--- config.mk ---
export PLATFORM = sky130hd
export DESIGN_NAME = mp_add_seq
export DESIGN_NICKNAME = d
export VERILOG_FILES = /design/src/rtl/mp_add_seq.sv
export SDC_FILE = /design/constraint.sdc
export NUM_CORES = 1
export LEC_CHECK = 0
export ABC_CLOCK_PERIOD_IN_PS = 11900
export BUFFER_PORTS_ARGS = -buffer_cell sky130_fd_sc_hd__buf_2
export CORE_ASPECT_RATIO = 0.75
export CORE_MARGIN = 2
export CORE_UTILIZATION = 56
export DETAILED_ROUTE_END_ITERATION = 8
export MAX_ROUTING_LAYER = met4
export PLACE_DENSITY = 0.82
export SYNTH_ARGS = -nofsm -noshare
export SYNTH_HDL_FRONTEND = slang
export SYNTH_SLANG_ARGS = --single-unit
--- constraint.sdc ---
create_clock -name clk -period 11.9 [get_ports clk]
set_input_delay 3.57 -clock clk [delete_from_list [all_inputs] [get_ports clk]]
set_output_delay 3.57 -clock clk [all_outputs]
set_load 0.005 [all_outputs]
--- src/rtl/mp_add_seq.sv ---
// mp_add_seq: sequences WORDS x 16-bit add/subtract through an external 16-bit adder, LSW first
module mp_add_seq #(
  parameter int WORDS = 4
) (
  input  logic                  clk,
  input  logic                  rst,
  input  logic                  start,
  input  logic                  sub,
  input  logic                  cin,
  input  logic [16*WORDS-1:0]   op_a,
  input  logic [16*WORDS-1:0]   op_b,
  output logic                  busy,
  output logic                  done,
  output logic [16*WORDS-1:0]   result,
  output logic                  cout,
  output logic [15:0]           add_a,
  output logic [15:0]           add_b,
  output logic                  add_cin,
  input  logic [15:0]           add_s,
  input  logic                  add_cout
);
  localparam int IW = WORDS > 1 ? $clog2(WORDS) : 1;
  typedef enum logic [1:0] {IDLE, RUN, DONE} state_t;
  state_t              state_q, state_d;
  logic [IW-1:0]       idx_q, idx_d;
  logic [16*WORDS-1:0] a_q, a_d, b_q, b_d, result_q, result_d;
  logic                sub_q, sub_d, carry_q, carry_d, cout_q, cout_d;
  logic                run, accept, last;
  assign run     = state_q == RUN;
  assign accept  = start && !run;
  assign last    = idx_q == IW'(WORDS - 1);
  assign busy    = run;
  assign done    = state_q == DONE;
  assign result  = result_q;
  assign cout    = cout_q;
  assign add_a   = run ? a_q[16*idx_q +: 16] : 16'd0;
  assign add_b   = run ? (sub_q ? ~b_q[16*idx_q +: 16] : b_q[16*idx_q +: 16]) : 16'd0;
  assign add_cin = run & carry_q;
  // Next state: latch a new operation when not busy, otherwise capture one slice per RUN cycle
  always_comb begin
    state_d  = state_q;
    idx_d    = idx_q;
    a_d      = a_q;
    b_d      = b_q;
    sub_d    = sub_q;
    carry_d  = carry_q;
    result_d = result_q;
    cout_d   = cout_q;
    if (accept) begin
      state_d  = RUN;
      idx_d    = '0;
      a_d      = op_a;
      b_d      = op_b;
      sub_d    = sub;
      carry_d  = sub | cin;
      result_d = '0;
    end else if (run) begin
      result_d[16*idx_q +: 16] = add_s;
      carry_d = add_cout;
      idx_d   = last ? '0 : idx_q + IW'(1);
      cout_d  = last ? add_cout : cout_q;
      state_d = last ? DONE : RUN;
    end else if (done) begin
      state_d = IDLE;
    end
  end
  // State and datapath registers, cleared asynchronously so a reset aborts any operation
  always_ff @(posedge clk or posedge rst) begin
    if (rst) begin
      state_q  <= IDLE;
      idx_q    <= '0;
      a_q      <= '0;
      b_q      <= '0;
      sub_q    <= 1'b0;
      carry_q  <= 1'b0;
      result_q <= '0;
      cout_q   <= 1'b0;
    end else begin
      state_q  <= state_d;
      idx_q    <= idx_d;
      a_q      <= a_d;
      b_q      <= b_d;
      sub_q    <= sub_d;
      carry_q  <= carry_d;
      result_q <= result_d;
      cout_q   <= cout_d;
    end
  end
endmodule
== Yosys cells after proc, flatten, opt, wreduce, memory -nomap -nowiden ==
Cells that the tools add are included.

* Add/sub/neg operators: 2
* Reductions and logical operators: 5
* Bitwise operators: 4
* Mux-type cells: 15
* Shifts and indexed selects: 4
* Eq/ne operators: 3

{| class="wikitable"
|+ Operators with widths
! cell !! number
|-
| $mux 64 || 2
|-
| $shiftx 64x7->16 || 2
|-
| $bwmux 64 || 1
|-
| $shift 16x34->64 const A || 1
|-
| $shiftx 16x34->64 || 1
|-
| $mux 16 || 3
|-
| $neg 6->34 || 1
|-
| $not 16->16 || 1
|-
| $mux 2 || 7
|-
| $eq 2x2->1 const B || 2
|-
| $reduce_and 3->1 || 1
|-
| $reduce_bool 3->1 || 1
|-
| $add 2x1->2 const B || 1
|-
| $eq 2x1->1 const B || 1
|-
| $mux 1 || 2
|-
| $reduce_bool 2->1 || 1
|-
| $and 1x1->1 || 1
|-
| $logic_and 1x1->1 || 1
|-
| $logic_not 1->1 || 1
|-
| $not 1->1 || 1
|-
| $or 1x1->1 || 1
|}

* Register bits after elaboration: 199
* Output and inout bits: 100
* Bits of input ports: 150

== Longest topological paths before layout ==
Gate-level depths: netlist of the first run.

* Depth in word-level cells: 5
* Depth in mapped cells: 8
* Depth with buffers taken out: 5

== Worst setup path after synthesis of the first run ==
OpenSTA, ideal clock, no wires.

* Kind: reg-to-output
* From: reg idx_q[0]
* To: out add_a[10]
* Arrival: 1.433 ns
* Buffers on the path: 1
* Stages on the path, launching flop included: 4
* Path slack: 6.897 ns
* Cell sequence: dfrtp_1 buf_2 mux4_2 and2_1

* Cells in the longest elaborated chain, start to end: 2

{| class="wikitable"
|+ Ends and longest elaborated chain
! what !! RTL line !! source
|-
| from (decl) || 25 || <nowiki>logic [IW-1:0] idx_q, idx_d;</nowiki>
|-
| from (signal assigned) || 80 || <nowiki>idx_q <= idx_d;</nowiki>
|-
| $shiftx 64x7->16 || 36 || <nowiki>assign add_a = run ? a_q[16*idx_q +: 16] : 16'd0;</nowiki>
|-
| $mux 16 || 36 ||
|-
| to (decl) || 16 || <nowiki>output logic [15:0] add_a,</nowiki>
|}

No other way between the ends.

== Worst setup path after layout of the first run ==
* From: reg idx_q[1]
* To: out add_b[12]

* Cells in the longest elaborated chain, start to end: 4

{| class="wikitable"
|+ Ends and longest elaborated chain
! what !! RTL line !! source
|-
| $shiftx 64x7->16 (*) || 37 || <nowiki>assign add_b = run ? (sub_q ? ~b_q[16*idx_q +: 16] : b_q[16*idx_q +: 16]) : 16'd0;</nowiki>
|-
| $not 16->16 || 37 ||
|-
| $mux 16 (*) (2 in a row) || 37 ||
|-
| to (decl) || 17 || <nowiki>output logic [15:0] add_b,</nowiki>
|}

Every way passes the cells marked *; elsewhere a longest branch is shown, timed or not.

==> impl_metrics.env, run 1 <==
export IMPL_status="finished clean"
export IMPL_p_per_area_mw_per_mm2=276.8
export IMPL_p_sw_share_pct=35.81
export IMPL_p_int_mw=1.896
export IMPL_fin_setup_tns_ns=0
export IMPL_max_freq_mhz=161.5
export IMPL_fill_cells=1083
export IMPL_setup_viol=0
export IMPL_synthCells=590
export IMPL_antenna_found_initial=1
export IMPL_worst_slew_pin_slew_ns=0.9760
export IMPL_post_route_period_util_pct=52.05
export IMPL_synth_main_ff_cell="dfrtp_1"
export IMPL_num_rows=39
export IMPL_power_leakage_nw=5.187
export IMPL_ys_warn_count=0
export IMPL_synthTopCellsByArea="dfrtp_1, mux2_2, a22o_1"
export IMPL_wl_um=20890
export IMPL_cts_sinks=199
export IMPL_synth_top_cell_area_share_pct=56.40
export IMPL_synthArstFlopShare_pct=100.0
export IMPL_min_period_ns=6.194
export IMPL_vdd_drop_max_mv=0.1323
export IMPL_die_w_um=149.0
export IMPL_grt_setup_unrepaired="no"
export IMPL_cp_end_kind="primary output"
export IMPL_yosysMostFrequentCell="dfrtp_1"
export IMPL_ant_nets=0
export IMPL_min_path_type="flip-flop to flip-flop"
export IMPL_syn_nets=749
export IMPL_hold_slack_ns=0.5039
export IMPL_critPathKind="flip-flop to primary output"
export IMPL_maxSlewHeadroom_pct=34.94
export IMPL_cts_setup_buffers=0
export IMPL_cts_root_buf="clkbuf_16"
export IMPL_viasPerCell=5.691
export IMPL_first_pass_iters=4
export IMPL_stdcell_count=1042
export IMPL_synthTopCellsByCount="dfrtp_1, mux2_2, a22o_1, mux2i_1, xor2_1"
export IMPL_gp_congestion=0.9294
export IMPL_die_h_um=112.7
export IMPL_yosysTopAreaCell="dfrtp_1"
export IMPL_drc_errors=0
export IMPL_ctsResizeCount=0
export IMPL_path_clk_slew_ns=0.07
export IMPL_p_seq_share_pct=38.8
export IMPL_fin_skew_ns=0.01011
export IMPL_wire_per_inst_um=20.05
export IMPL_initial_core_util_pct=57.63
export IMPL_ctsHoldBuffers=0
export IMPL_synth_edff_count=0
export IMPL_htree_levels=4
export IMPL_ys_seq_area_share_pct=56.40
export IMPL_p_total_mw=2.954
export IMPL_nets=982
export IMPL_start_kind="flip-flop"
export IMPL_area_delta_synth_final_pct=20.86
export IMPL_synth_area_mm2=0.008830
export IMPL_cap_violations=0
export IMPL_grt_first_pass_wirelength_um=33270
export IMPL_clk_path_buf_depth=2
export IMPL_gr_total_overflow=0
export IMPL_drive_gt1_share_pct=53.71
export IMPL_num_vias=5930
export IMPL_io_buffers=249
export IMPL_p_comb_share_pct=42.5
export IMPL_grt_max_degree=121
export IMPL_syn_area_per_cell_um2=14.97
export IMPL_numCtsBuffers=17
export IMPL_grt_pass1_vias=6289
export IMPL_cts_tree="yes"
export IMPL_final_hold_violation_count=0
export IMPL_initialDrtViolationCount=374
export IMPL_clk_latency_ns=0.44
export IMPL_critPathRequiredTime_ns=8.33
export IMPL_dp_cells=1009
export IMPL_crit_arrival_ns=2.62
export IMPL_grt_usage_pct=26.69
export IMPL_ys_types=27
export IMPL_hpwl_um=14690
export IMPL_die_area_mm2=0.01680
export IMPL_ys_ff_latch=199
export IMPL_post_place_ws_ns=5.726
export IMPL_fin_ws_ns=5.706
export IMPL_coreArea_mm2=0.01532
export IMPL_top_level_ports=250
export IMPL_crit_fanout=38
export IMPL_p_clk_share_pct=18.8
export IMPL_p_switching_mw=1.058
export IMPL_slew_viol_final=0
layout make-up:
cell class / count / area, µm² / area share, %
Sequential cell: 199 / 4982 / 46.69
Multi-Input combinational cell: 345 / 3548 / 33.25
Timing Repair Buffer: 255 / 1291 / 12.10
Clock buffer: 17 / 425.4 / 3.986
Tap cell: 205 / 256.5 / 2.404
Clock inverter: 15 / 138.9 / 1.301
Inverter: 5 / 26.28 / 0.2462
Antenna cell: 1 / 2.502 / 0.02345
critical path, stage by stage, from the launching register on:
cell and delay (ns):
dfrtp_2 0.64, buf_4 0.61, mux2i_1 0.40, xor2_1 0.11, o22ai_1 0.23, buf_2 0.16
state kept, by name (all words and copies together), names as in the netlist:
register,cells
b_q,64
carry_q,1
sub_q,1
a_q,64
cout,1
idx_q,2
state_q,2
result,64
stage by stage:
stage,instance area [µm²],util (%)
after floorplan,8830,-
after global placement,10100,65.95
after detailed placement,10100,65.95
after CTS,10670,69.63
after global routing,10670,69.65
final,10670,69.65
path summary, 6_finish.rpt:
kind | start | endpoint | slack, ns | depth (start not counted)
setup / recovery | idx_q[1] | add_b[12] | 5.71 | 5
hold / removal | a_q[57] | a_q[57] | 0.50 | 1
setup reg to reg | state_q[1] | b_q[18] | 8.49 | 7
hold reg to reg | a_q[57] | a_q[57] | 0.50 | 1
max in group asynchronous | rst | idx_q[1] | 7.06 | 3
min in group asynchronous | rst | b_q[7] | 3.26 | 2
per-layer routing:
layer / track usage (%) / vias to the layer above / wire length, µm
li1: - / 2624 / -
met1: 33.94 / 3042 / 8653
met2: 42.21 / 220 / 10220
met3: 6.976 / 44 / 1531
met4: 8.952 / 0 / 485
met5: - / - / 0
power by group through the flow:
stage                     Sequential (mW)  Combinational, mW  Clock [mW]
after floorplan                      1.07              0.975           0
after global placement               1.13               1.21           0
after detailed placement             1.16               1.25           0
after CTS                            1.15               1.27       0.562
after global routing                 1.18               1.36       0.595
final                                1.14               1.25       0.555
cell usage in the layout (no fill, tap or decap):
cell	n
nand2_4	1
nand2_2	2
and2_1	17
o22ai_1	17
nor3_4	1
buf_4	6
nand2_1	7
nor4b_4	2
buf_2	249
inv_6	4
a22o_1	64
inv_8	5
nand2b_1	2
clkbuf_16	17
nor3b_4	1
dfrtp_2	2
diode_2	1
dfrtp_1	197
clkinvlp_4	2
nor2b_4	1
inv_1	4
mux2i_1	32
o21ai_0	3
clkinv_4	2
clkinv_8	1
xor2_1	32
clkinv_2	2
nor2_1	2
a221o_1	1
ha_1	9
mux2_2	131
mux4_2	16
a21oi_2	4
cells by family after synthesis:
logic type	share of synthesized area [%]
AO/OA/AOI/OAI	8.233
AND/OR/NAND/NOR	3.004
buffers and inverters	3.500
multiplexers	24.42
adder cells (fa/ha/maj)	1.275
flip-flops	56.40
XOR/XNOR	3.174
Note: power is estimated with default switching activity, not from simulation.
==> inputs of run 2 (changes only) <==
==> config.mk (replaced) <==
export PLATFORM = sky130hd
export DESIGN_NAME = mp_add_seq
export DESIGN_NICKNAME = d
export VERILOG_FILES = /design/src/rtl/mp_add_seq.sv
export SDC_FILE = /design/constraint.sdc
export NUM_CORES = 1
export LEC_CHECK = 0
export ABC_CLOCK_PERIOD_IN_PS = 5190
export BUFFER_PORTS_ARGS = -buffer_cell sky130_fd_sc_hd__buf_2
export CORE_ASPECT_RATIO = 0.75
export CORE_MARGIN = 2
export CORE_UTILIZATION = 47
export DETAILED_ROUTE_END_ITERATION = 8
export MAX_ROUTING_LAYER = met4
export PLACE_DENSITY = 0.73
export SYNTH_ARGS = -nofsm -noshare
export SYNTH_HDL_FRONTEND = slang
export SYNTH_SLANG_ARGS = --single-unit
==> constraint.sdc (replaced) <==
create_clock -name clk -period 5.19 [get_ports clk]
set_input_delay 1.557 -clock clk [delete_from_list [all_inputs] [get_ports clk]]
set_output_delay 1.557 -clock clk [all_outputs]
set_load 0.005 [all_outputs]
==> run 2 against run 1 <==
  * Sequential share of layout area fell by 0.71 points
  * Largest cell class unchanged
  * Routed wire length fell by 2.2%
  * Sequential cell count stayed put
  * Global-route usage shrank 4.6 points
  * Via count shrank 2.0%
  * Sequential power is 130% higher
  * Register-to-register slack worse by 6.6 ns
  * Core utilization fell by 11 points
  * First-iteration DRC count rose by 8.3%
  * Highest routed layer unchanged
==> impl_metrics.env, run 2 (same netlist as run 1, synthesis figures left out) <==
export IMPL_cts_root_buf="clkbuf_16"
export IMPL_critPathRequiredTime_ns=3.63
export IMPL_post_place_ws_ns=1.538
export IMPL_setup_viol=0
export IMPL_numCtsBuffers=17
export IMPL_initial_core_util_pct=47.85
export IMPL_grt_first_pass_wirelength_um=32540
export IMPL_vdd_drop_max_mv=0.3050
export IMPL_antenna_found_initial=5
export IMPL_die_w_um=162.3
export IMPL_wl_um=20430
export IMPL_cap_violations=0
export IMPL_fin_setup_tns_ns=0
export IMPL_max_freq_mhz=244.9
export IMPL_ctsHoldBuffers=0
export IMPL_wire_per_inst_um=18.74
export IMPL_drc_errors=0
export IMPL_ctsResizeCount=0
export IMPL_p_per_area_mw_per_mm2=634.2
export IMPL_hpwl_um=13980
export IMPL_cp_end_kind="primary output"
export IMPL_min_path_cells=1
export IMPL_fin_util_pct=58.74
export IMPL_clk_path_buf_depth=2
export IMPL_stdcell_count=1090
export IMPL_r2r_slack_ns=1.87
export IMPL_die_area_mm2=0.01991
export IMPL_slew_viol_final=0
export IMPL_die_h_um=122.7
export IMPL_crit_arrival_ns=2.53
export IMPL_initialDrtViolationCount=405
export IMPL_gp_congestion=0.7802
export IMPL_coreArea_mm2=0.01845
export IMPL_worst_slew_pin_slew_ns=1.088
export IMPL_cts_setup_buffers=0
export IMPL_grt_pass1_vias=5876
export IMPL_io_buffers=249
export IMPL_reg2regPathDepth=6
export IMPL_dp_cells=1053
export IMPL_gr_total_overflow=0
export IMPL_min_period_ns=4.083
export IMPL_cts_tree="yes"
export IMPL_drive_gt1_share_pct=53.94
export IMPL_path_clk_slew_ns=0.07
export IMPL_ant_nets=0
export IMPL_nets=984
export IMPL_clk_latency_ns=0.43
export IMPL_critPathKind="flip-flop to primary output"
export IMPL_num_rows=43
export IMPL_post_route_period_util_pct=78.68
export IMPL_viasPerCell=5.333
export IMPL_grt_setup_unrepaired="no"
export IMPL_start_kind="flip-flop"
export IMPL_final_hold_violation_count=0
export IMPL_hold_slack_ns=0.4999
export IMPL_status="finished clean"
export IMPL_min_path_type="flip-flop to flip-flop"
export IMPL_maxSlewHeadroom_pct=27.14
export IMPL_fin_area_mm2=0.01084
export IMPL_num_vias=5813
export IMPL_htree_levels=4
export IMPL_area_delta_synth_final_pct=22.76
export IMPL_place_area_mm2=0.01019
export IMPL_top_level_ports=250
export IMPL_power_leakage_nw=5.231
export IMPL_fin_ws_ns=1.107
export IMPL_cts_sinks=199
export IMPL_final_common_cell="buf_2"
export IMPL_first_pass_iters=4
export IMPL_grt_max_degree=118
export IMPL_mostFrequentLayoutCells="buf_2, dfrtp_1, mux2_2"
export IMPL_p_total_mw=6.874
export IMPL_grt_usage_pct=22.04
export IMPL_fin_skew_ns=0.01189
export IMPL_crit_fanout=25
run 2: cell types whose count changed in the layout (fill, tap and decap cells not counted), moves of 2 or more:
cell	previous run	this run
diode_2	1	5
buf_12	0	2
bufinv_16	0	2
clkinv_2	2	0
clkinv_4	2	4
clkinv_8	1	3
inv_6	4	2
run 2: path summary, 6_finish.rpt:
check                                start          to
worst min-delay path            result[26]  result[26]
max in group asynchronous              rst      b_q[6]
worst max-delay path              idx_q[0]   add_b[12]
worst min register to register  result[26]  result[26]
min in group asynchronous              rst      a_q[8]
worst max register to register    idx_q[1]  result[43]
run 2: critical path, cell delays in order (launching register included):
cell,delay (ns)
dfrtp_2,0.91
nand2b_1,0.78
o22ai_1,0.22
buf_2,0.17
run 2: metal layers:
metal	routed length [µm]	GRT usage, %	part of all wire (%)
met5	0	-	0
met4	406	6.914	2.0
met3	1534	6.658	7.5
met2	8904	31.25	44
met1	9579	30.58	47
run 2: area by class of cell:
| cell class | count | area (µm²) |
|---|---|---|
| Clock buffer | 17 | 425.4 |
| Clock inverter | 15 | 206.4 |
| Multi-Input combinational cell | 345 | 3548 |
| Antenna cell | 5 | 12.51 |
| Tap cell | 247 | 309.0 |
| Inverter | 5 | 22.52 |
| Sequential cell | 199 | 4984 |
| Fill cell | 1511 | 7615 |
| Timing Repair Buffer | 257 | 1331 |
run 2: where the power goes:
| group | switching, mW | internal [mW] |
|---|---|---|
| Combinational | 1.29 | 1.54 |
| Sequential | 0.469 | 2.18 |
| Clock | 0.652 | 0.743 |
| Total | 2.41 | 4.46 |
==> inputs of run 3 (changes only) <==
==> config.mk (replaced) <==
export PLATFORM = sky130hd
export DESIGN_NAME = mp_add_seq
export DESIGN_NICKNAME = d
export VERILOG_FILES = /design/src/rtl/mp_add_seq.sv
export SDC_FILE = /design/constraint.sdc
export NUM_CORES = 1
export LEC_CHECK = 0
export ABC_AREA = 1
export ABC_CLOCK_PERIOD_IN_PS = 3850
export BUFFER_PORTS_ARGS = -buffer_cell sky130_fd_sc_hd__buf_2
export CORE_ASPECT_RATIO = 0.75
export CORE_MARGIN = 2
export CORE_UTILIZATION = 53
export DETAILED_ROUTE_END_ITERATION = 8
export MAX_ROUTING_LAYER = met4
export PLACE_DENSITY = 0.77
export SYNTH_ARGS = -nofsm -noshare
export SYNTH_HDL_FRONTEND = slang
export SYNTH_SLANG_ARGS = --single-unit
==> constraint.sdc (replaced) <==
create_clock -name clk -period 3.85 [get_ports clk]
set_input_delay 1.155 -clock clk [delete_from_list [all_inputs] [get_ports clk]]
set_output_delay 1.155 -clock clk [all_outputs]
set_load 0.005 [all_outputs]
==> run 3 against run 2 <==
  * Non-clock buffer count is 4 higher
  * Core utilization is 6.1 points higher
  * Power is 33% higher
  * Synthesized cell count is 94% higher
  * Highest routed layer unchanged
  * Area after synthesis is 4.7% higher
  * Via count is 46% higher
  * Critical endpoint is now add_b[8]
  * Largest cell class unchanged
  * First-iteration DRC count is 110% higher
  * Sequential share of layout area is 0.58 points lower
  * Final cell count is 44% higher
  * Routed wire length is 26% higher
==> impl_metrics.env, run 3 <==
export IMPL_synth_top_cell_area_share_pct=53.86
export IMPL_htree_levels=4
export IMPL_gr_total_overflow=0
export IMPL_setup_viol=0
export IMPL_die_area_mm2=0.01853
export IMPL_syn_area_per_cell_um2=8.097
export IMPL_fin_util_pct=64.81
export IMPL_stdcell_count=1575
export IMPL_dp_cells=1543
export IMPL_power_leakage_nw=5.979
export IMPL_syn_nets=1301
export IMPL_grt_first_pass_wirelength_um=41220
export IMPL_num_vias=8496
export IMPL_fin_area_mm2=0.01097
export IMPL_synthArstFlopShare_pct=100.0
export IMPL_wire_per_inst_um=16.33
export IMPL_initial_core_util_pct=54.62
export IMPL_drive_gt1_share_pct=22.13
export IMPL_path_clk_slew_ns=0.07
export IMPL_grt_pass1_vias=7918
export IMPL_clk_latency_ns=0.44
export IMPL_crit_arrival_ns=2.17
export IMPL_grt_max_degree=78
export IMPL_r2r_end="b_q[0]"
export IMPL_grt_setup_unrepaired="no"
export IMPL_top_level_ports=250
export IMPL_multiInputGateArea_mm2=0.003586
export IMPL_post_route_period_util_pct=86.46
export IMPL_start_kind="flip-flop"
export IMPL_ys_types=24
export IMPL_min_path_type="flip-flop to flip-flop"
export IMPL_synth_edff_count=0
export IMPL_synthTopCellsByArea="dfrtp_1, nand2_1, nand3_1"
export IMPL_min_path_cells=2
export IMPL_synth_main_ff_cell="dfrtp_1"
export IMPL_clk_path_buf_depth=2
export IMPL_area_delta_synth_final_pct=18.66
export IMPL_fill_cells=1478
export IMPL_synthTopCellsByCount="nand2_1, dfrtp_1, nand3_1, o21ai_0, a21oi_1"
export IMPL_ant_nets=0
export IMPL_seqCellArea_mm2=0.004981
export IMPL_place_area_mm2=0.01037
export IMPL_cts_tree="yes"
export IMPL_hp_start="a_q[25]"
export IMPL_initialDrtViolationCount=834
export IMPL_antenna_found_initial=0
export IMPL_ys_seq_area_share_pct=53.86
export IMPL_ys_ff_latch=199
export IMPL_final_hold_violation_count=0
export IMPL_io_buffers=249
export IMPL_first_pass_iters=7
export IMPL_yosysMostFrequentCell="nand2_1"
export IMPL_yosysTopAreaCell="dfrtp_1"
export IMPL_final_common_cell="nand2_1"
export IMPL_cts_setup_buffers=0
export IMPL_drc_errors=0
export IMPL_hpwl_um=17430
export IMPL_fin_setup_tns_ns=0
export IMPL_critPathKind="flip-flop to primary output"
export IMPL_cap_violations=0
export IMPL_min_period_ns=3.329
export IMPL_wl_um=25720
export IMPL_p_per_area_mw_per_mm2=835.3
export IMPL_cts_root_buf="clkbuf_16"
export IMPL_startpoint="idx_q[0]"
export IMPL_r2r_start="state_q[0]"
export IMPL_synth_area_mm2=0.009246
export IMPL_fin_skew_ns=0.01359
export IMPL_slew_viol_final=0
export IMPL_gp_congestion=0.9182
export IMPL_ctsHoldBuffers=0
export IMPL_reg2regPathDepth=8
export IMPL_coreArea_mm2=0.01693
export IMPL_max_freq_mhz=300.4
export IMPL_num_rows=41
export IMPL_numCtsBuffers=17
export IMPL_whs_endpoint="a_q[25]"
export IMPL_worst_slew_pin_slew_ns=0.9041
export IMPL_crit_fanout=73
export IMPL_p_total_mw=9.165
export IMPL_ctsResizeCount=0
export IMPL_num_antenna_cells=0
export IMPL_vdd_drop_max_mv=0.3568
export IMPL_grt_usage_pct=29.13
export IMPL_status="finished clean"
export IMPL_die_h_um=118.4
export IMPL_maxSlewHeadroom_pct=39.73
export IMPL_r2r_slack_ns=1.00
export IMPL_mostFrequentLayoutCells="nand2_1, buf_2, dfrtp_1"
export IMPL_viasPerCell=5.394
export IMPL_nets=1506
export IMPL_synthCells=1142
export IMPL_die_w_um=156.5
export IMPL_cp_end_kind="primary output"
export IMPL_ys_warn_count=0
export IMPL_critPathRequiredTime_ns=2.69
export IMPL_cts_sinks=199
-- run 3: cell types whose count changed in the layout (fill, tap and decap cells not counted), sizes merged, moves of 46 or more --
cell and change:
nor2 +46, a22o -64, nand3 +128, mux2 -131, a21oi +46, o21ai +112, nand2 +456
-- run 3: worst max-delay path by stage --
stage | to | slack [ns] | depth (start not counted)
floorplan | a_q[0] | 0.12 | 1
global placement | b_q[1] | 0.97 | 6
detailed placement | b_q[0] | 0.94 | 6
CTS | add_b[8] | 0.53 | 6
global route | add_b[12] | 0.40 | 6
finish | add_b[8] | 0.52 | 6
-- run 3: stage by stage --
step	hold WS, ns	worst slack (ns)
detailed placement	0.4608	0.9353
CTS	0.4794	0.5317
global placement	0.4566	0.9699
global route	0.4905	0.3967
floorplan	0.4436	0.1207
finish	0.4754	0.5214
-- run 3: layout make-up --
type                            instances  share of cell area (%)
Clock buffer                           20                   3.980
Clock inverter                         12                   1.517
Inverter                               46                   1.676
Multi-Input combinational cell        822                   32.68
Sequential cell                       199                   45.40
Tap cell                              215                   2.452
Timing Repair Buffer                  261                   12.29
-- run 3: critical path, cell delays in order (launching register included) --
cell     delay (ns)
dfrtp_2        0.42
inv_4          0.55
nand2_1        0.18
nand3_1        0.18
a21oi_1        0.10
nor2_1         0.18
buf_2          0.13
-- run 3: cells by family (layout without fill, tap and decap cells) --
family                     count (synthesis)  after routing  synth area share (%)
and+or+nand+nor                          644            644                 28.23
AOI/OAI and AO/OA                        169            169                 9.242
DFF                                      199            199                 53.86
adders and majority gates                  9              9                 1.218
buffers and inverters                    121            339                 7.456
-- run 3: report_power, final --
group          switching, mW  internal, mW  total (mW)
Sequential             0.493          2.94        3.43
Combinational           2.56          1.33        3.89
Clock                  0.810          1.04        1.85
-- run 3: routing by layer --
metal  GRT usage, %  share of wire, %  up-vias
met1          42.96                46     4016
met2          41.46                44      394
li1               -                 -     4057
met4          8.085               1.4        0
met3          5.317               8.0       29
met5              -                 0        -
